==> src/rtl/prog_load_ctrl_pkg.sv <==
// Shared constants for the boot loader: global mode encoding, default ack byte and
// the loader FSM state type.
package prog_load_ctrl_pkg;

  // Global core mode, also consumed by fetch and the core top.
  typedef enum logic [2:0] {
    STALL = 3'd0,
    LOAD  = 3'd1,
    EXEC  = 3'd2
  } mode_t;

  localparam logic [7:0] AckByteDefault = 8'hAA;

  typedef enum logic [2:0] {
    StIdle,
    StHdr,
    StData,
    StAck,
    StRun,
    StErr
  } state_e;

  // Mode presented to the rest of the core for each loader state.
  function automatic mode_t state_mode(input state_e s);
    unique case (s)
      StHdr, StData, StAck: return LOAD;
      StRun:                return EXEC;
      default:              return STALL;
    endcase
  endfunction

endpackage

==> src/rtl/byte_word_packer.sv <==
// Packs a big-endian byte stream into 32-bit words. The first byte of a word lands in
// [31:24]. word_valid pulses combinationally in the cycle the fourth byte is presented,
// with word already holding the full packed value.
module byte_word_packer (
  input  logic        clk,
  input  logic        rst,
  input  logic        clr,
  input  logic        in_valid,
  input  logic [7:0]  in_data,
  output logic [31:0] word,
  output logic        word_valid
);

  logic [1:0]  cnt_q, cnt_d;
  logic [23:0] shift_q, shift_d;

  // Next byte position and partial-word shift register; clr realigns to byte 0.
  always_comb begin
    cnt_d      = cnt_q;
    shift_d    = shift_q;
    word       = {shift_q, in_data};
    word_valid = in_valid && !clr && (cnt_q == 2'd3);
    if (clr) begin
      cnt_d   = 2'd0;
      shift_d = 24'd0;
    end else if (in_valid) begin
      cnt_d   = cnt_q + 2'd1;
      shift_d = {shift_q[15:0], in_data};
    end
  end

  // Byte counter and shift register state.
  always_ff @(posedge clk) begin
    if (rst) begin
      cnt_q   <= 2'd0;
      shift_q <= 24'd0;
    end else begin
      cnt_q   <= cnt_d;
      shift_q <= shift_d;
    end
  end

endmodule

==> src/rtl/prog_load_ctrl.sv <==
// Program boot sequencer: receives a word-count header and instruction words over the UART
// byte stream, writes them into instruction memory, acks the host and releases the core.
module prog_load_ctrl
  import prog_load_ctrl_pkg::*;
#(
  parameter int unsigned ADDR_W      = 14,
  parameter int unsigned TIMEOUT_CYC = 1000000,
  parameter logic [7:0]  ACK_BYTE    = AckByteDefault
) (
  input  logic              clk,
  input  logic              rst,
  input  logic              start,
  input  logic              rx_valid,
  input  logic [7:0]        rx_data,
  input  logic              tx_ready,
  output logic              tx_valid,
  output logic [7:0]        tx_data,
  output logic              mem_we,
  output logic [ADDR_W-1:0] mem_addr,
  output logic [31:0]       mem_wdata,
  output logic [2:0]        mode,
  output logic              done,
  output logic              err
);

  localparam int unsigned IdxW     = ADDR_W + 1;
  // Header values above this do not fit in instruction memory.
  localparam logic [32:0] MaxWords = 33'(1) << ADDR_W;
  // Idle count from which one more silent cycle reaches TIMEOUT_CYC-1.
  localparam logic [31:0] ToLast   = 32'(TIMEOUT_CYC - 2);

  state_e            state_q, state_d;
  logic [31:0]       hdr_q, hdr_d;
  logic [IdxW-1:0]   idx_q, idx_d;
  logic [31:0]       to_q, to_d;
  logic              mem_we_q;
  logic [ADDR_W-1:0] mem_addr_q, mem_addr_d;
  logic [31:0]       mem_wdata_q, mem_wdata_d;

  logic        receiving;
  logic        byte_in;
  logic        start_ok;
  logic [31:0] pk_word;
  logic        pk_valid;
  logic        hdr_zero;
  logic        hdr_big;
  logic [31:0] idx_ext;
  logic        data_wr;
  logic        last_wr_done;
  logic        timeout;

  assign receiving    = (state_q == StHdr) || (state_q == StData);
  assign byte_in      = rx_valid && receiving;
  assign start_ok     = start && ((state_q == StIdle) || (state_q == StErr));
  assign hdr_zero     = (pk_word == 32'd0);
  assign hdr_big      = ({1'b0, pk_word} > MaxWords);
  assign idx_ext      = 32'(idx_q);
  // Words past N are absorbed by the packer but never written.
  assign data_wr      = (state_q == StData) && pk_valid && (idx_ext < hdr_q);
  // The final write is in flight when the index has already reached N.
  assign last_wr_done = (state_q == StData) && mem_we_q && (idx_ext == hdr_q);
  // A byte arriving in the expiry cycle takes priority over the timeout.
  assign timeout      = receiving && !rx_valid && (to_q == ToLast);

  byte_word_packer u_packer (
    .clk        (clk),
    .rst        (rst),
    .clr        (start_ok),
    .in_valid   (byte_in),
    .in_data    (rx_data),
    .word       (pk_word),
    .word_valid (pk_valid)
  );

  // FSM state register.
  always_ff @(posedge clk) begin
    if (rst) begin
      state_q <= StIdle;
    end else begin
      state_q <= state_d;
    end
  end

  // FSM next-state logic.
  always_comb begin
    state_d = state_q;
    unique case (state_q)
      StIdle, StErr: begin
        if (start) state_d = StHdr;
      end
      StHdr: begin
        if (pk_valid) begin
          if (hdr_big)       state_d = StErr;
          else if (hdr_zero) state_d = StAck;
          else               state_d = StData;
        end else if (timeout) begin
          state_d = StErr;
        end
      end
      StData: begin
        if (last_wr_done) state_d = StAck;
        else if (timeout) state_d = StErr;
      end
      StAck: begin
        if (tx_ready) state_d = StRun;
      end
      StRun:   state_d = StRun;
      default: state_d = StIdle;
    endcase
  end

  // FSM outputs, decoded from the current state.
  always_comb begin
    mode      = state_mode(state_q);
    tx_valid  = (state_q == StAck);
    tx_data   = (state_q == StAck) ? ACK_BYTE : 8'd0;
    done      = (state_q == StRun);
    err       = (state_q == StErr);
    mem_we    = mem_we_q;
    mem_addr  = mem_addr_q;
    mem_wdata = mem_wdata_q;
  end

  // Datapath next-state: header capture, word index, idle timer, write port.
  always_comb begin
    hdr_d       = hdr_q;
    idx_d       = idx_q;
    to_d        = 32'd0;
    mem_addr_d  = mem_addr_q;
    mem_wdata_d = mem_wdata_q;
    if (state_q == StHdr && pk_valid) hdr_d = pk_word;
    if (start_ok) begin
      idx_d = '0;
    end else if (data_wr) begin
      idx_d = idx_q + IdxW'(1);
    end
    if (!start_ok && !byte_in && receiving) to_d = to_q + 32'd1;
    if (data_wr) begin
      mem_addr_d  = idx_q[ADDR_W-1:0];
      mem_wdata_d = pk_word;
    end
  end

  // Datapath registers.
  always_ff @(posedge clk) begin
    if (rst) begin
      hdr_q       <= 32'd0;
      idx_q       <= '0;
      to_q        <= 32'd0;
      mem_we_q    <= 1'b0;
      mem_addr_q  <= '0;
      mem_wdata_q <= 32'd0;
    end else begin
      hdr_q       <= hdr_d;
      idx_q       <= idx_d;
      to_q        <= to_d;
      mem_we_q    <= data_wr;
      mem_addr_q  <= mem_addr_d;
      mem_wdata_q <= mem_wdata_d;
    end
  end

endmodule

==> config.mk <==
export PLATFORM = sky130hd
export DESIGN_NAME = prog_load_ctrl
export DESIGN_NICKNAME = d
export VERILOG_FILES = /design/src/rtl/prog_load_ctrl_pkg.sv /design/src/rtl/byte_word_packer.sv /design/src/rtl/prog_load_ctrl.sv
export SDC_FILE = /design/constraint.sdc
export NUM_CORES = 1
export LEC_CHECK = 0
export BUFFER_PORTS_ARGS = -buffer_cell sky130_fd_sc_hd__buf_2
export CAP_MARGIN = 25
export CORE_MARGIN = 2
export CORE_UTILIZATION = 30
export DETAILED_ROUTE_END_ITERATION = 16
export HOLD_SLACK_MARGIN = 0.05
export PLACE_DENSITY_LB_ADDON = 0.3
export SLEW_MARGIN = 5
export SYNTH_ARGS = -nofsm -noshare
export SYNTH_HDL_FRONTEND = slang
export SYNTH_SLANG_ARGS = --single-unit
==> constraint.sdc <==
create_clock -name clk -period 2.63 [get_ports clk]
set_clock_uncertainty 0.05 [all_clocks]
set_input_delay 0.3945 -clock clk [delete_from_list [all_inputs] [get_ports clk]]
set_output_delay 0.3945 -clock clk [all_outputs]
set_load 0.02 [all_outputs]
# Word-level counts from Yosys, hierarchy flattened
# Cells that the tools add are included.
# word_totals
ff_bits,155
in_bits,13
output_inout_bits,61
word_cells,60
# classes
n_addsub,3
magnitude_cmp,2
n_eq_ne,10
mux,10
bitwise,1
n_reduce_logical,25
# op_table
cell,count
$add A32 B1 Y32 const B,1
$eq A15 B32 Y1,1
$eq A32 B20 Y1 const B,1
$gt A32 B15 Y1 const B,1
$logic_not A32 Y1,1
$lt A15 B32 Y1,1
$mux W3,6
$add A15 B1 Y15 const B,1
$pmux W3 S5,1
$logic_and A1 B1 Y1,13
$mux W8,1
$eq A3 B2 Y1 const B,2
$eq A3 B3 Y1 const B,2
$reduce_or A2 Y1,3
$ne A2 B2 Y1 const B,2
$pmux W2 S2,1
$eq A3 B1 Y1 const B,1
$logic_not A1 Y1,3
$logic_not A3 Y1,1
$reduce_or A3 Y1,1
$add A2 B1 Y2 const B,1
$eq A2 B2 Y1 const B,1
$logic_or A1 B1 Y1,2
$reduce_and A2 Y1,1
other kinds (2),2

# Longest topological paths before layout
# Gate-level depths: netlist of run 1.
# logic_depth
word_depth,8
depth_mapped,10
ltp_nobuf,8

# Hierarchy
# A second synthesis of run 1 with hierarchy kept.
# hier_totals
hier_cells,778
area_unflattened_um2,6821.5
# by_module_without_submodules
mod,instances,cells_per_inst,area_per_inst_um2,seq_area_each_um2
prog_load_ctrl,1,683,5778.0,2582.5
byte_word_packer,1,95,1043.5,520.5

# Worst setup path before layout of run 1
# Ideal clock, no wire load.
# synth_path
path_kind,reg-to-reg
startpoint,register idx_q[11]
endpoint,register idx_q[13]
setup_ns,0.070
t_arrival_ns,2.145
required_ns,2.510
slack_ns,0.365
stages_incl_launch_ff,10
path_buffers,2
synth_period_minus_slack_ns,2.265
cell_sequence,dfxtp_1 ha_1 and3_4 a21o_1 o221ai_2 nand2_2 buf_6 buf_8 or4_1 a21oi_1
# synth_between
elab_chain_len,2
word_cells_on_any_way,3
cone_classes,add/sub: 1; order compare: 1; reduce/logical: 1
# synth_lines
item,line,source
start: declaration,prog_load_ctrl.sv:34,"logic [IdxW-1:0] idx_q, idx_d;"
start signal: assignment,prog_load_ctrl.sv:155,idx_q <= idx_d;
$lt A15 B32 Y1,prog_load_ctrl.sv:59,assign data_wr = (state_q == StData) && pk_valid && (idx_ext < hdr_q);
$logic_and A1 B1 Y1,prog_load_ctrl.sv:59,
# Parallel ways exist; a longest one is shown, timed or not.
# A chain may end at the register's enable or synchronous reset.

# Final worst setup path of run 1
# layout_path
startpoint,register hdr_q[18]
endpoint,register state_q[2]
# layout_between
elab_chain_len,4
# layout_lines
item,line,source
start: declaration,prog_load_ctrl.sv:33,"logic [31:0] hdr_q, hdr_d;"
start signal: assignment,prog_load_ctrl.sv:154,hdr_q <= hdr_d;
$eq A15 B32 Y1,prog_load_ctrl.sv:61,assign last_wr_done = (state_q == StData) && mem_we_q && (idx_ext == hdr_q);
$logic_and A1 B1 Y1,prog_load_ctrl.sv:61,
$mux W3,prog_load_ctrl.sv:101,if (last_wr_done) state_d = StAck;
$pmux W3 S5,prog_load_ctrl.sv:87,unique case (state_q)
end signal: assignment,prog_load_ctrl.sv:78,state_q <= StIdle;
end signal: assignment,prog_load_ctrl.sv:80,state_q <= state_d;
end: declaration,prog_load_ctrl.sv:32,"state_e state_q, state_d;"
# Every way passes these cells.

==> summary.md, run 1 <==
| Metric | Value |
|---|---|
| WL/cell | `15.1 um` |
| WP buf/inv | `2` |
| Final period util | `0.940` |
| Clk pwr share | `0.479` |
| Core area | `about 23000 um2` |
| TritonCTS Buffers | `17` |
| Power Dens Cells | `613 nW/um2` |
| Total gr overflow | `0` |
| Syn Std Cell Area | `6900 um2` |
| Final ANT Viol Nets | `0` |
| DRC viols | `0` |
| Post-synthesis cell count | `863` |
| WHS Endpoint | `u_packer.shift_q[7]` |
| Comb pwr share | `0.040` |
| Psw | `1.17 mW` |
| Fmax | `between 400 and 500 MHz` |
| Final Hold Fails | `0` |
| Synth cell count leaders | `155 x dfxtp_1, 136 x nand2_1, 135 x a21oi_1` |
| Initial antenna violation count | `4` |
| Total power | `4.96 mW` |
| Largest family of logic cells by synthesized area | `simple AND/OR/NAND/NOR gates` |
| Max-capacitance violation count | `0` |
| CTS clk-pin slew, worst paths | `0.06 ns` |
| Post-Syn Area per Cell | `7.99 um2` |
| Post-synth EDFFs | `0` |
| CTS tree | `yes` |
| Sw Share | `0.236` |
| Vias per cell | `5.07` |
| Internal power | `roughly 3.8 mW` |
| Gpl congestion | `0.814` |
| Critical path endpoint category | `register` |
| Largest delay share family, worst path | `simple AND/OR/NAND/NOR gates` |
| Post-CTS setup buffers | `0` |
| Hold buffer count at cts | `0` |
| Area grow syn2layout | `17.3%` |
| Largest net degree at the start of global routing | `58` |
| Final setup fails | `0` |
| Clock latency on the worst-skew pair | `0.43 ns` |
| Crit-path max FO | `3` |
| Filler Cells Inserted | `2377` |
| Post-route setup TNS | `0 ns` |
| Pleak | `2.79 nW` |
| Area leader, netlist | `dfxtp_1` |
| Area of the multi-input gates | `roughly 3400 um2` |
| Std-Cell Rows | `55` |
| Count leader, synth | `dfxtp_1` |
| Critical path launch point type | `register` |
| Min cycle time layout | `between 2 and 2.5 ns` |
| Synth Area in XOR/XNOR | `0.0318` |
| Hold crit path type | `primary input to register` |
| Final worst slack | `0.158 ns` |
| Via total after detailed routing | `approximately 6100` |
| Worst Reg-to-Reg Cells | `8` |
| First-pass GRT wire length | `30.4 mm` |
| Slew margin rel. | `0.585` |
| Synth warn | `0` |
| Yosys reg bits | `155` |
| Layout cells sized above 1 | `0.148` |
| CTS max path bufs | `2` |
| Kind of critical path | `register to register` |
| WHS Path Cells | `3` |
| Reg power frac | `0.481` |
| DIE HEIGHT | `roughly 160 um` |
| Min-delay src | `rx_data[7]` |
| # IOs | `74` |
| PortBufs | `68` |
| Peak supply drop | `0.415 mV` |
| Number of global-route vias before repair | `between 5000 and 6000` |
| Sequential cell area | `3100 um2` |
| Crit Reg-Reg Startpoint | `hdr_q[18]` |
| Adder-Cell Fraction of Synth Area | `0.0359` |
| Pre-CTS setup slack | `0.113 ns` |
| Die X | `156 um` |
| H-tree Lvls | `4` |
| Post-synth top area share | `0.450` |
| Detailed-route wire length | `around 18 mm` |
| Synth Area in Compound Gates | `0.173` |
| Post-DP HPWL | `12.4 mm` |
| Clock root buffer | `clkbuf_16` |
| Unique masters post-synth | `58` |
| Least-Margin Pin Slew | `0.620 ns` |
| DRT Pass-1 Iters | `7` |
| Top_reg_cell synth | `dfxtp_1` |
| Total GRT Usage | `0.156` |
| Synth Area in Simple Gates | `0.248` |
| Status | `finished clean` |
| Max Slew Vio Count | `0` |
| WP data arrival | `~2.7 ns` |
| DR iter-0 viols | `497` |
| CP cell instances | `nor4_1 -> and4_2 -> buf_4 -> nand4_1 -> nor4_1 -> buf_4 -> nor3_1 -> o221a_2` |
| Post-synthesis async set-or-reset flop share | `0` |
| DIE AREA | `24200 um2` |
| Nets | `941` |
| Mux cell area share after synthesis | `0.00145` |
| Main area contributors after synthesis | `dfxtp_1 45%, a21oi_1 9.8%, nand2_1 7.4%` |
| R2r endpoint | `state_q[2]` |
| RSZ-0062 raised after global routing | `no` |
| R2r setup slk | `0.16 ns` |
| Initial Utilization | `0.305` |
| CP required | `2.90 ns` |
| Largest stage delay, worst path | `~0.47 ns` |
| Sequential-to-total area share from yosys stat | `0.450` |
| CP max-delay cell | `nor4_1` |
| Sink Count | `155` |
## registers in the layout (all words and copies together), names as in the netlist
| register | cells |
|---|---|
| u_packer.shift_q | 24 |
| state_q | 3 |
| idx_q | 15 |
| mem_we | 1 |
| u_packer.cnt_q | 2 |
| mem_wdata | 32 |
| hdr_q | 32 |
| mem_addr | 14 |
| to_q | 32 |
## layout by cell type (no fill, tap or decap), types with 6 or more instances in the layout
cell / n
nor2_1: 37
clkbuf_16: 17
inv_1: 23
a21oi_1: 134
dfxtp_1: 155
nand4_1: 11
or4_1: 11
or3_1: 12
o21ai_0: 59
nand2_1: 136
buf_4: 23
xnor2_1: 10
and3_1: 9
and2_1: 6
xor2_1: 15
ha_1: 19
buf_2: 68
nand3_1: 74
o31ai_1: 11
nor4_1: 15
nor3_1: 8
## kinds of logic after synthesis
| group | after synthesis |
|---|---|
| buf+inv | 93 |
| other cells | 1 |
| compound gates | 221 |
| simple gates | 347 |
| xor+xnor | 25 |
| mux | 1 |
| fa+ha+maj | 20 |
| flops | 155 |
## metrics by stage
step           instances  instance area, um2   util  hold WS (ns)
6_report            1208                8090  0.358         0.205
5_1_grt             1206                8080  0.358         0.204
4_1_cts             1206                8060  0.357         0.190
3_5_place_dp        1175                7500  0.332         0.397
3_3_place_gp        1175                7500  0.332         0.392
2_1_floorplan        867                6910      -         0.386
## final cells by class
class / instances / area share
well taps: 285 / 0.0441
repair buffers: 92 / 0.0659
inverters: 24 / 0.0111
clock buffers: 22 / 0.0586
clock inverters: 9 / 0.0110
diodes: 2 / 0.000619
multi-input cells: 619 / 0.425
flip-flops and latches: 155 / 0.384
## how the worst max path moves through the flow
stage / slack (ns) / cells past startpoint / endpoint / start
2_1_floorplan: 0.37 / 9 / idx_q[13] / idx_q[11]
3_3_place_gp: 0.13 / 8 / state_q[2] / hdr_q[18]
3_5_place_dp: 0.11 / 8 / mem_wdata[11] / idx_q[3]
4_1_cts: 0.06 / 8 / mem_wdata[13] / idx_q[3]
5_1_grt: 0.0009 / 8 / mem_wdata[11] / hdr_q[18]
6_report: 0.16 / 8 / state_q[2] / hdr_q[18]
## worst reg2reg max path, cell delays in order (launching register included)
cell     delay, ns
dfxtp_1       0.31
nor4_1        0.47
and4_2        0.40
buf_4         0.15
nand4_1       0.10
nor4_1        0.41
buf_4         0.20
nor3_1        0.06
o221a_2       0.22
## per-layer routing
layer / global-route usage / vias to the layer above / part of all wire
met5: 0 / - / 0.00071
met4: 0.0467 / 2 / 0.011
met3: 0.0419 / 19 / 0.057
met2: 0.231 / 141 / 0.44
met1: 0.223 / 2852 / 0.49
li1: - / 3112 / -
## power by group through the flow
stage	registers [mW]	clock network, mW	logic (mW)
2_1_floorplan	2.42	0	0.150
3_3_place_gp	2.44	0	0.198
3_5_place_dp	2.44	0	0.197
4_1_cts	2.39	2.43	0.198
5_1_grt	2.39	2.53	0.220
6_report	2.39	2.37	0.198
## timing repair
action,in CTS,in global routing
setup endpoints to repair,0,51
gates resized for setup,0,4
endpoints found under the hold margin,0,0
No activity file was read; power rests on OpenSTA's default activity.
==> run 2: changes to the inputs <==
CORE_UTILIZATION = 55   (was 30)
==> summary.md, run 2 (synthesis gave the netlist of run 1 again) <==
| Metric | Value |
|---|---|
| Most frequent cells in the layout | `155 x dfxtp_1, 136 x nand2_1, 135 x a21oi_1` |
| Initial Utilization | `0.569 (+0.264)` |
| Status | `finished clean` |
| Internal power | `3.88 mW (+2.4%)` |
| Vias per cell | `5.73 (+13%)` |
| Detailed-route wire length | `16.6 mm (-9.0%)` |
| Final period util | `0.927 (-0.0124)` |
| CTS max path bufs | `2 (unchanged)` |
| Critical path launch point type | `register` |
| Total power | `4.99 mW (+0.56%)` |
| Power Dens Cells | `630 nW/um2 (+2.8%)` |
| Commonest non-fill, non-tap cell in the layout | `dfxtp_1` |
| Total gr overflow | `0 (unchanged)` |
| CTS tree | `yes` |
| Clock root buffer | `clkbuf_16` |
| Least-Margin Pin Slew | `0.713 ns (+0.0931 ns)` |
| Sink Count | `155 (unchanged)` |
| Slew margin rel. | `0.524 (-0.0601)` |
| Comb pwr share | `0.040 (about the same)` |
| Std-Cell Rows | `40 (-27%)` |
| Critical path endpoint category | `register` |
| DIE AREA | `13400 um2 (-44%)` |
| Layout cells sized above 1 | `0.139 (-0.00856)` |
| RSZ-0062 raised after global routing | `no` |
| Final ANT Viol Nets | `0 (unchanged)` |
| Hold crit path type | `primary input to register` |
| Clk pwr share | `0.482 (+0.003)` |
| Fmax | `410 MHz (+1.3%)` |
| CTS clk-pin slew, worst paths | `0.06 ns (about the same)` |
| TritonCTS Buffers | `17 (unchanged)` |
| DIE HEIGHT | `116 um (-25%)` |
| Gpl congestion | `0.839 (+3.1%)` |
| H-tree Lvls | `4 (unchanged)` |
| Psw | `1.11 mW (-5.3%)` |
| Final hold slack | `0.204 ns (-0.00140 ns)` |
| WL/cell | `15.4 um (+1.7%)` |
| Post-DP HPWL | `11.1 mm (-11%)` |
| CP required | `2.93 ns (+0.03 ns)` |
| Cells after DPL | `1051 (-11%)` |
| Number of global-route vias before repair | `5684 (-2.1%)` |
| Peak supply drop | `0.491 mV (+18%)` |
| Min cycle time layout | `2.44 ns (-0.0327 ns)` |
| First-pass GRT wire length | `27.7 mm (-8.8%)` |
| Final setup fails | `0 (unchanged)` |
| Total GRT Usage | `0.259 (+0.102)` |
| Diode count | `0 (-2)` |
| Max-capacitance violation count | `0 (unchanged)` |
| Fin cells | `1081 (-11%)` |
| DRC viols | `0 (unchanged)` |
| # IOs | `74 (unchanged)` |
| WP data arrival | `2.74 ns (about the same)` |
| DRT Pass-1 Iters | `5 (-2)` |
| Hold buffer count at cts | `0 (unchanged)` |
| Clock latency on the worst-skew pair | `0.42 ns (about the same)` |
| Nets | `934 (-0.74%)` |
| Crit-path max FO | `28 (+25)` |
| Initial antenna violation count | `0 (-4)` |
| Final Hold Fails | `0 (unchanged)` |
| Post-route setup TNS | `0 ns (unchanged)` |
| Area grow syn2layout | `14.7%` |
| DR iter-0 viols | `508 (+2.2%)` |
| Largest net degree at the start of global routing | `70 (+21%)` |
| Die X | `116 um (-25%)` |
| PortBufs | `68 (unchanged)` |
| Kind of critical path | `register to register` |
| Reg power frac | `0.478 (-0.003)` |
| Core area | `12100 um2 (-46%)` |
| Pleak | `2.77 nW (-0.57%)` |
| Max Slew Vio Count | `0 (unchanged)` |
| Via total after detailed routing | `6198 (+1.2%)` |
| Sw Share | `0.222 (-0.0136)` |
-- run 2: worst paths after layout --
| check | from | end | slack, ns | cells after the start |
|---|---|---|---|---|
| hold / removal | rx_data[0] | u_packer.shift_q[0] | 0.20 | 3 |
| setup reg to reg | idx_q[3] | idx_q[12] | 0.19 | 7 |
| setup / recovery | idx_q[3] | idx_q[12] | 0.19 | 7 |
| hold reg to reg | hdr_q[16] | hdr_q[16] | 0.40 | 2 |
-- run 2: routing by layer --
layer / global-route usage / vias up / part of all wire
li1: - / 3088 / -
met1: 0.356 / 2903 / 0.46
met2: 0.398 / 182 / 0.46
met3: 0.0659 / 25 / 0.059
met4: 0.0889 / 0 / 0.016
met5: 0 / - / 0
-- run 2: stage by stage --
stage,util,setup slack [ns],cell area (um2)
global placement,0.604,0.181,7310
global route,0.653,0.0173,7910
detailed placement,0.604,0.111,7310
floorplan,-,0.365,6910
finish,0.653,0.191,7910
CTS,0.652,0.101,7900
-- run 2: worst max-delay path: stages (launching register included) --
cell and delay [ns]:
dfxtp_1 0.48, ha_1 0.31, nand2_1 0.10, o21bai_1 0.13
a21oi_1 0.16, o311a_4 0.45, or4_1 0.53, a21oi_1 0.15
-- run 2: power groups by stage --
stage / Combinational (mW) / Sequential, mW / Clock, mW
global placement: 0.198 / 2.43 / 0
detailed placement: 0.201 / 2.43 / 0
global route: 0.221 / 2.38 / 2.53
finish: 0.202 / 2.38 / 2.40
floorplan: 0.150 / 2.42 / 0
CTS: 0.202 / 2.38 / 2.43
-- run 2: timing repair --
action / 4_1_cts / 5_1_grt
setup buffers: 0 / 0
resized for setup: 0 / 2
setup endpoints to repair: 0 / 34
-- run 2: cell type report --
| class | count | area, um2 |
|---|---|---|
| fill | 1054 | 4200 |
| multi-input combinational | 619 | 3430 |
| sequential | 155 | 3100 |
| timing repair buffer | 85 | 493 |
| clock buffer | 20 | 467 |
| tap | 168 | 210 |
| clock inverter | 10 | 118 |
| inverter | 24 | 90.1 |
